<file path="config.mk">
export PLATFORM = sky130hd
export DESIGN_NAME = sig_seq_monitor
export DESIGN_NICKNAME = d
export VERILOG_FILES = /design/src/rtl/sig_mon_pkg.sv /design/src/rtl/sig_mon_filter.sv /design/src/rtl/sig_seq_monitor.sv
export SDC_FILE = /design/constraint.sdc
export NUM_CORES = 1
export LEC_CHECK = 0
export CAP_MARGIN = 20
export CORE_MARGIN = 5
export CORE_UTILIZATION = 30
export CTS_BUF_LIST = sky130_fd_sc_hd__clkbuf_2 sky130_fd_sc_hd__clkbuf_4 sky130_fd_sc_hd__clkbuf_8
export CTS_CLUSTER_DIAMETER = 50
export DETAILED_ROUTE_END_ITERATION = 6
export SYNTH_ARGS = -nofsm -noshare
export SYNTH_HDL_FRONTEND = slang
export SYNTH_HIERARCHICAL = 1
export SYNTH_SLANG_ARGS = --single-unit
</file>
<file path="constraint.sdc">
create_clock -name mclk -period 2.6 [get_ports mclk]
set_input_delay 0.78 -clock mclk [delete_from_list [all_inputs] [get_ports mclk]]
set_output_delay 0.78 -clock mclk [all_outputs]
set_load 0.005 [all_outputs]
</file>
<file path="src/rtl/sig_mon_pkg.sv">
// sig_mon_pkg: state encoding and counter width shared by the signature-sequence monitor.
package sig_mon_pkg;

  localparam int CNT_W = 32;

  typedef enum logic [2:0] {
    IDLE,
    RUN,
    PASS,
    FAIL,
    TIMEOUT
  } state_e;

endpackage

</file>
<file path="src/rtl/sig_mon_filter.sv">
// sig_mon_filter: presents a bus value only once it has held for STABLE_CYC consecutive cycles.
// Only instantiated when SIG_FILTER_EN is defined; clr_i restarts the stability search.
module sig_mon_filter
  import sig_mon_pkg::*;
#(
  parameter int  WIDTH      = 16,
  parameter int  STABLE_CYC = 4,
  localparam int RW         = $clog2(STABLE_CYC + 1)
) (
  input  logic             mclk,
  input  logic             reset_n,
  input  logic             clr_i,
  input  logic [WIDTH-1:0] data_i,
  output logic [WIDTH-1:0] data_o,
  output logic             valid_o
);

  logic [WIDTH-1:0] last_q;
  logic [WIDTH-1:0] hold_q;
  logic [RW-1:0]    run_q;
  logic [RW-1:0]    run_d;
  logic             valid_q;

  // run_q == 0 means nothing sampled since clear, so the first sample always starts a new run
  always_comb begin
    run_d = RW'(1);
    if (run_q != '0 && data_i == last_q)
      run_d = (run_q == RW'(STABLE_CYC)) ? run_q : run_q + 1'b1;
  end

  always_ff @(posedge mclk) begin
    if (!reset_n || clr_i) begin
      last_q  <= '0;
      hold_q  <= '0;
      run_q   <= '0;
      valid_q <= 1'b0;
    end else begin
      last_q <= data_i;
      run_q  <= run_d;
      if (run_d == RW'(STABLE_CYC)) begin
        hold_q  <= data_i;
        valid_q <= 1'b1;
      end
    end
  end

  assign data_o  = hold_q;
  assign valid_o = valid_q;

endmodule

</file>
<file path="src/rtl/sig_seq_monitor.sv">
// sig_seq_monitor: ordered checkpoint-signature monitor with fail-signature and cycle timeout.
// Define SIG_FILTER_EN to route check_i through sig_mon_filter before matching.
//   state   | meaning
//   IDLE    | waiting for arm_i, nothing matches
//   RUN     | matching signatures in order, counting cycles
//   PASS    | every step matched in order
//   FAIL    | fail signature seen before completion
//   TIMEOUT | TIMEOUT_CYC cycles elapsed before completion
module sig_seq_monitor
  import sig_mon_pkg::*;
#(
  parameter int          WIDTH       = 16,
  parameter int          NUM_STEPS   = 2,
  parameter int unsigned TIMEOUT_CYC = 30000,
  parameter int          STABLE_CYC  = 4,
  localparam int         SW          = $clog2(NUM_STEPS + 1)
) (
  input  logic                       mclk,
  input  logic                       reset_n,
  input  logic                       arm_i,
  input  logic [WIDTH-1:0]           check_i,
  input  logic [NUM_STEPS*WIDTH-1:0] exp_sig_i,
  input  logic [WIDTH-1:0]           fail_sig_i,
  output logic                       started_o,
  output logic                       done_o,
  output logic                       pass_o,
  output logic                       fail_o,
  output logic                       timeout_o,
  output logic [SW-1:0]              step_o,
  output logic [CNT_W-1:0]           cyc_cnt_o
);

  state_e           state_q;
  logic [SW-1:0]    step_q;
  logic [CNT_W-1:0] cyc_cnt_q;
  logic             started_q, done_q, pass_q, fail_q, timeout_q;
  logic [WIDTH-1:0] samp;
  logic             samp_vld;
  logic [WIDTH-1:0] exp_cur;
  logic             sig_hit, fail_hit, tmo_hit, last_step;

  if (NUM_STEPS < 1 || STABLE_CYC < 1) begin : g_param_chk
    $error("sig_seq_monitor: NUM_STEPS and STABLE_CYC must be >= 1");
  end

`ifdef SIG_FILTER_EN
  sig_mon_filter #(
    .WIDTH      (WIDTH),
    .STABLE_CYC (STABLE_CYC)
  ) u_filter (
    .mclk    (mclk),
    .reset_n (reset_n),
    .clr_i   (arm_i),
    .data_i  (check_i),
    .data_o  (samp),
    .valid_o (samp_vld)
  );
`else
  assign samp     = check_i;
  assign samp_vld = 1'b1;
`endif

  always_comb begin
    exp_cur = '0;
    for (int k = 0; k < NUM_STEPS; k++)
      if (step_q == SW'(k)) exp_cur = exp_sig_i[k*WIDTH +: WIDTH];
  end

  assign last_step = (step_q == SW'(NUM_STEPS - 1));
  assign sig_hit   = (state_q == RUN) && samp_vld && (samp == exp_cur);
  assign fail_hit  = (state_q == RUN) && samp_vld && (samp == fail_sig_i);
  assign tmo_hit   = (cyc_cnt_q == CNT_W'(TIMEOUT_CYC - 1));

  // A non-final match on the timeout cycle still advances the step before timing out
  always_ff @(posedge mclk) begin
    if (!reset_n || arm_i) begin
      state_q   <= reset_n ? RUN : IDLE;
      step_q    <= '0;
      cyc_cnt_q <= '0;
      started_q <= 1'b0;
      done_q    <= 1'b0;
      pass_q    <= 1'b0;
      fail_q    <= 1'b0;
      timeout_q <= 1'b0;
    end else if (state_q == RUN) begin
      if (cyc_cnt_q != '1) cyc_cnt_q <= cyc_cnt_q + 1'b1;
      if (sig_hit) begin
        step_q <= step_q + 1'b1;
        if (step_q == '0) started_q <= 1'b1;
      end
      if (sig_hit && last_step) begin
        state_q <= PASS;
        pass_q  <= 1'b1;
        done_q  <= 1'b1;
      end else if (!sig_hit && fail_hit) begin
        state_q <= FAIL;
        fail_q  <= 1'b1;
        done_q  <= 1'b1;
      end else if (tmo_hit) begin
        state_q   <= TIMEOUT;
        timeout_q <= 1'b1;
        done_q    <= 1'b1;
      end
    end
  end

  assign started_o = started_q;
  assign done_o    = done_q;
  assign pass_o    = pass_q;
  assign fail_o    = fail_q;
  assign timeout_o = timeout_q;
  assign step_o    = step_q;
  assign cyc_cnt_o = cyc_cnt_q;

endmodule

</file>
### Word level (Yosys, flattened, before mapping)

Index checks and enable logic that the tools add are counted.

* flip-flop bits (word level): 42
* latch bits: 0
* RAM bits: 0
* memory bits (read-only): 0
* input port bits: 67
* output and inout bits: 39
* memories: 0

* add/subtract/negate cells: 2
* multipliers: 0
* divide/modulo/power cells: 0
* order comparisons: 0
* equality and inequality tests: 6
* shifts and indexed selects: 0
* mux-type cells: 11
* bitwise logic cells: 2
* reductions and logical operators: 19

Operators with widths (count)
* 32-bit by 1-bit adder with 32-bit output, second input constant: 1
* 16-bit == test: 2
* 32-bit by 15-bit == test with 1-bit output, second input constant: 1
* 16-bit 2-to-1 mux: 2
* 32-bit inequality test, second input constant: 1
* 3-bit 2-to-1 mux: 5
* 2-bit AND reduction: 5
* 3-bit AND reduction: 2
* 1-bit logical AND: 4
* 1-bit 2-to-1 mux: 4
* 4-bit AND reduction: 1
* 4-bit nonzero test: 1
* 3-bit by 1-bit == test with 1-bit output, second input constant: 1
* 3-bit nonzero test: 1
* 2-bit by 1-bit adder with 2-bit output, second input constant: 1
* 2-bit by 1-bit == test with 1-bit output, second input constant: 1
* 1-bit zero test: 2
* 2-bit zero test: 1
* 1-bit inverter: 2
* 2-bit nonzero test: 1
* 1-bit logical OR: 1

### Depth between registers and ports, before layout

* word-level depth: 11
* gate-level depth with buffers: 10

### Worst setup path before layout

Ideal clock, no wire load.

* path type: flip-flop to flip-flop
* start: register step_q[0], in the netlist step_o[0]
* end: register state_q[0] (enable)
* setup time: 0.310 ns
* arrival: 2.164 ns
* data required time: 2.290 ns
* setup slack: 0.126 ns
* cell stages (with the launch flop): 10
* path buffers: 2
* period minus slack after synthesis: 2.474 ns
* path through: dfxtp_1 -> ha_1 -> clkbuf_1 -> clkbuf_1 -> and3b_1 -> nor3_1 -> nor2_1 -> nor4_1 -> nand4_1 -> nand4_1

* word-level cells in the longest chain between the ends: 9

Ends and longest elaborated chain
* start, declared: RTL line sig_seq_monitor.sv:34 `logic [SW-1:0] step_q;`
* start signal, assigned: RTL line sig_seq_monitor.sv:88 `step_q <= step_q + 1'b1;`
* 2-bit zero test: RTL line sig_seq_monitor.sv:66 `if (step_q == SW'(k)) exp_cur = exp_sig_i[k*WIDTH +: WIDTH];`
* 16-bit 2-to-1 mux (2 in a row): RTL line sig_seq_monitor.sv:66
* 16-bit == test: RTL line sig_seq_monitor.sv:70 `assign sig_hit = (state_q == RUN) && samp_vld && (samp == exp_cur);`
* 1-bit logical AND: RTL line sig_seq_monitor.sv:70
* 1-bit zero test: RTL line sig_seq_monitor.sv:95 `end else if (!sig_hit && fail_hit) begin`
* 1-bit logical AND: RTL line sig_seq_monitor.sv:95
* 4-bit nonzero test (no source line) *
* 2-bit AND reduction (no source line) *
* end signal, assigned: RTL line sig_seq_monitor.sv:77 `state_q <= reset_n ? RUN : IDLE;`
* end, declared: RTL line sig_seq_monitor.sv:33 `state_e state_q;`

Every way passes the cells marked *; elsewhere a longest branch is shown, timed or not.
A chain may end at the register's enable or synchronous reset.

### Final worst setup path

* start: input port check_i[13]
* end: register state_q[2] (data pin)

* word-level cells in the longest chain between the ends: 8

Ends and longest elaborated chain
* start, declared: RTL line sig_seq_monitor.sv:21 `input logic [WIDTH-1:0] check_i,`
* 16-bit == test: RTL line sig_seq_monitor.sv:70
* 1-bit logical AND: RTL line sig_seq_monitor.sv:70
* 1-bit zero test: RTL line sig_seq_monitor.sv:95
* 1-bit logical AND: RTL line sig_seq_monitor.sv:95
* 3-bit 2-to-1 mux: RTL line sig_seq_monitor.sv:95
* 3-bit 2-to-1 mux *: RTL line sig_seq_monitor.sv:91 `if (sig_hit && last_step) begin`
* 3-bit 2-to-1 mux *: RTL line sig_seq_monitor.sv:85 `end else if (state_q == RUN) begin`
* 3-bit 2-to-1 mux *: RTL line sig_seq_monitor.sv:76 `if (!reset_n || arm_i) begin`

Every way passes the cells marked *; elsewhere a longest branch is shown, timed or not. The select of a mux whose other input is x is not followed.

==> flow_metrics.env <==
export IMPL_netlist_area_mm2=0.00298
export IMPL_maxSlewViolCount=0
export IMPL_rr_startpoint="step_o[1]"
export IMPL_drv_cap=0
export IMPL_r2r_end="step_o[1]"
export IMPL_port_buffers=105
export IMPL_dr_pass1_iters=4
export IMPL_viasPerCell=5.18
export IMPL_worstPathRequired_ns=2.66
export IMPL_hpwl_um=8200
export IMPL_vdd_drop_max_v=0.000178
export IMPL_path_cells="clkdlybuf4s50_1, xnor2_1, nand4_1, nor3_1, nand4_1, a31o_2, buf_4, and3_1"
export IMPL_cp_max_fo=4
export IMPL_p_clk_share_pct=30.8
export IMPL_die_area_mm2=0.0120
export IMPL_finalCriticalPeriod_ns=2.58
export IMPL_rr_worst_depth=9
export IMPL_drc=0
export IMPL_clock_latency_ns=0.30
export IMPL_synth_distinct_cells=59
export IMPL_ys_seq_elements=42
export IMPL_nets=588
export IMPL_worstMarginPinSlew_ns=0.602
export IMPL_cts_sinks=42
export IMPL_die_w_um=110
export IMPL_setup_viol=0
export IMPL_switching_share_pct=25.2
export IMPL_setup_worst_path_start="check_i[13]"
export IMPL_worstSetupEndpoint="state_q[2]"
export IMPL_grt_pass1_vias=3311
export IMPL_drive_gt1_share_pct=17.0
export IMPL_cts_buffers_inserted=5
export IMPL_die_height_um=110
export IMPL_setup_ws_ns=0.0213
export IMPL_ys_async_sr_fraction_pct=0
export IMPL_final_common_cell="clkdlybuf4s50_1"
export IMPL_grt_antenna_before_repair=0
export IMPL_wl_per_cell_um=15.7
export IMPL_detail_route_antenna_nets=0
export IMPL_syn_area_per_cell_um2=8.02
export IMPL_grt_pass1_wl_um=16200
export IMPL_rrSetupSlack_ns=0.12
export IMPL_ys_seq_area_share_pct=29.3
export IMPL_cts_max_path_buffers=2
export IMPL_pwr_share_seq_pct=48.1
export IMPL_nFillCells=965
export IMPL_cp_arrival_ns=2.64
export IMPL_p_int_uw=1020
export IMPL_ys_warn_count=6
export IMPL_hold_ws_ns=0.459
export IMPL_cts_root_buffer="clkbuf_8"
export IMPL_yosysTopAreaCell="dfxtp_1"
export IMPL_hold_buffers=0
export IMPL_routed_wl_um=10200
export IMPL_grt_max_degree=24
export IMPL_synthToLayoutAreaGrowth_pct=58.1
export IMPL_synthFlopType="dfxtp_1"
export IMPL_synth_area_top_cells="dfxtp_1 (26%), xnor2_1 (8.5%), a21oi_1 (4.0%), nand4_1 (3.8%), nor2_1 (3.7%)"
export IMPL_critPathCaptureType="flop"
export IMPL_finalHoldViolations=0
export IMPL_status="finished, final reports clean"
export IMPL_start_util_pct=30.6
export IMPL_fin_area_mm2=0.00471
export IMPL_fin_skew_ns=0.0124
export IMPL_dpl_cell_area_mm2=0.00451
export IMPL_path_clk_slew_ns=0.09
export IMPL_p_sw_uw=344
export IMPL_ios=106
export IMPL_grtUsageTotal_pct=16.8
export IMPL_vias=3380
export IMPL_cpMostUsedCell="nand4_1"
export IMPL_core_area_mm2=0.00973
export IMPL_tns_ns=0
export IMPL_synth_edf_count=3
export IMPL_final_cell_mix="clkdlybuf4s50_1 (101), buf_4 (48), dfxtp_1 (39)"
export IMPL_hp_class="reg -> reg"
export IMPL_dp_slack_ns=-0.434
export IMPL_crit_type="in -> reg"
export IMPL_relSlewSlack_pct=59.5
export IMPL_worst_setup_path_start_kind="primary input"
export IMPL_powerDensity_mw_per_mm2=290
export IMPL_fmax_ghz=0.388
export IMPL_globalRoute_totalOverflow=0
export IMPL_htree_levels=2
export IMPL_synth_fp_nets=441
export IMPL_crit_slowest_cell="clkdlybuf4s50_1"
export IMPL_p_leak_uw=0.00169
export IMPL_cts_setup_buffers=0
export IMPL_drt_iter0_drc=162
export IMPL_synthCells=371
export IMPL_cts_tree="done"
export IMPL_comb_power_share_pct=21.1
export IMPL_cpPeakStageDelay_ns=0.46
export IMPL_fin_crit_sh_pct=99.2
export IMPL_diodes=0
export IMPL_synth_top_area_share_pct=26.2
export IMPL_rows=36
export IMPL_gp_congestion=0.856
-- critical path, delay by kind of cell --
family | cells | cell delay [ns]
AND/OR/NAND/NOR | 4 | 0.67
buffers and inverters | 2 | 0.60
XOR/XNOR | 1 | 0.34
AO/OA/AOI/OAI | 1 | 0.26
-- cell families (layout without fill, tap and decap cells) --
logic type,Yosys count,after routing,synth area share [%]
compound gates,71,71,15.6
mux,1,1,0.336
buf+inv,23,171,2.98
flops,42,42,29.3
xor+xnor,39,39,11.5
simple gates,192,192,39.1
fa+ha+maj,3,3,1.26
-- worst min-delay path by stage --
stage | from | endpoint | slack, ns | cells after the start
4_1_cts | pass_o | pass_o | 0.46 | 2
6_report | pass_o | pass_o | 0.46 | 2
5_1_grt | pass_o | pass_o | 0.49 | 2
3_5_place_dp | pass_o | pass_o | 0.44 | 2
3_3_place_gp | pass_o | pass_o | 0.45 | 2
2_1_floorplan | fail_o | fail_o | 0.44 | 2
-- synthesized netlist by cell type (5+ instances only) --
master    number
nand3_1       18
o21ai_0       10
nand3b_1      13
nor3_1        12
a21oi_1       24
inv_1          9
nand4_1       18
dfxtp_1       39
clkbuf_1      11
and3b_1        6
a21boi_0       5
xor2_1        10
or3_1          7
nor2_1        29
and2_1        10
xnor2_1       29
nor4_1         7
and3_1        12
nand2_1       26
-- through the flow --
step                      util (%)  power, µW  std cells
after global placement        46.3        938        644
after detailed placement      46.3        942        644
final                         48.4       1370        652
after global routing          48.4       1420        652
after CTS                     47.4       1360        652
after floorplan                  -        770        371
-- routing by layer --
metal / GRT usage, % / part of all wire (%) / vias to the layer above / wire [µm]
li1: - / - / 1682 / -
met1: 22.6 / 45 / 1594 / 4610
met2: 28.8 / 48 / 98 / 4950
met3: 2.64 / 6.0 / 6 / 613
met4: 3.03 / 0.71 / 0 / 73
met5: 0 / 0 / - / 0
-- layout make-up --
type,instances,area (µm²),share of cell area (%)
flip-flops and latches,42,871,18.5
clock inverters,2,8.76,0.186
repair buffers,154,1430,30.4
multi-input cells,306,2120,45.1
clock buffers,6,76.3,1.62
inverters,9,33.8,0.718
well taps,133,166,3.54
-- sequential cells by signal, indices dropped and copies added, names as in the netlist --
| name | flops |
|---|---|
| timeout_o | 1 |
| step_o | 2 |
| done_o | 1 |
| started_o | 1 |
| state_q | 3 |
| fail_o | 1 |
| cyc_cnt_o | 32 |
| pass_o | 1 |
-- power groups by stage --
| stage | combinational (µW) | clock, µW | sequential, µW |
|---|---|---|---|
| 2_1_floorplan | 99.1 | 0 | 671 |
| 6_report | 289 | 421 | 656 |
| 4_1_cts | 274 | 429 | 656 |
| 5_1_grt | 309 | 454 | 657 |
| 3_3_place_gp | 267 | 0 | 672 |
| 3_5_place_dp | 270 | 0 | 672 |
-- timing repair --
action / in CTS / in global routing
gates cloned: 0 / 0
pin swaps: 7 / 8
gates resized for setup: 8 / 21
setup endpoints to repair: 9 / 11
No activity file was read; power rests on OpenSTA's default activity.
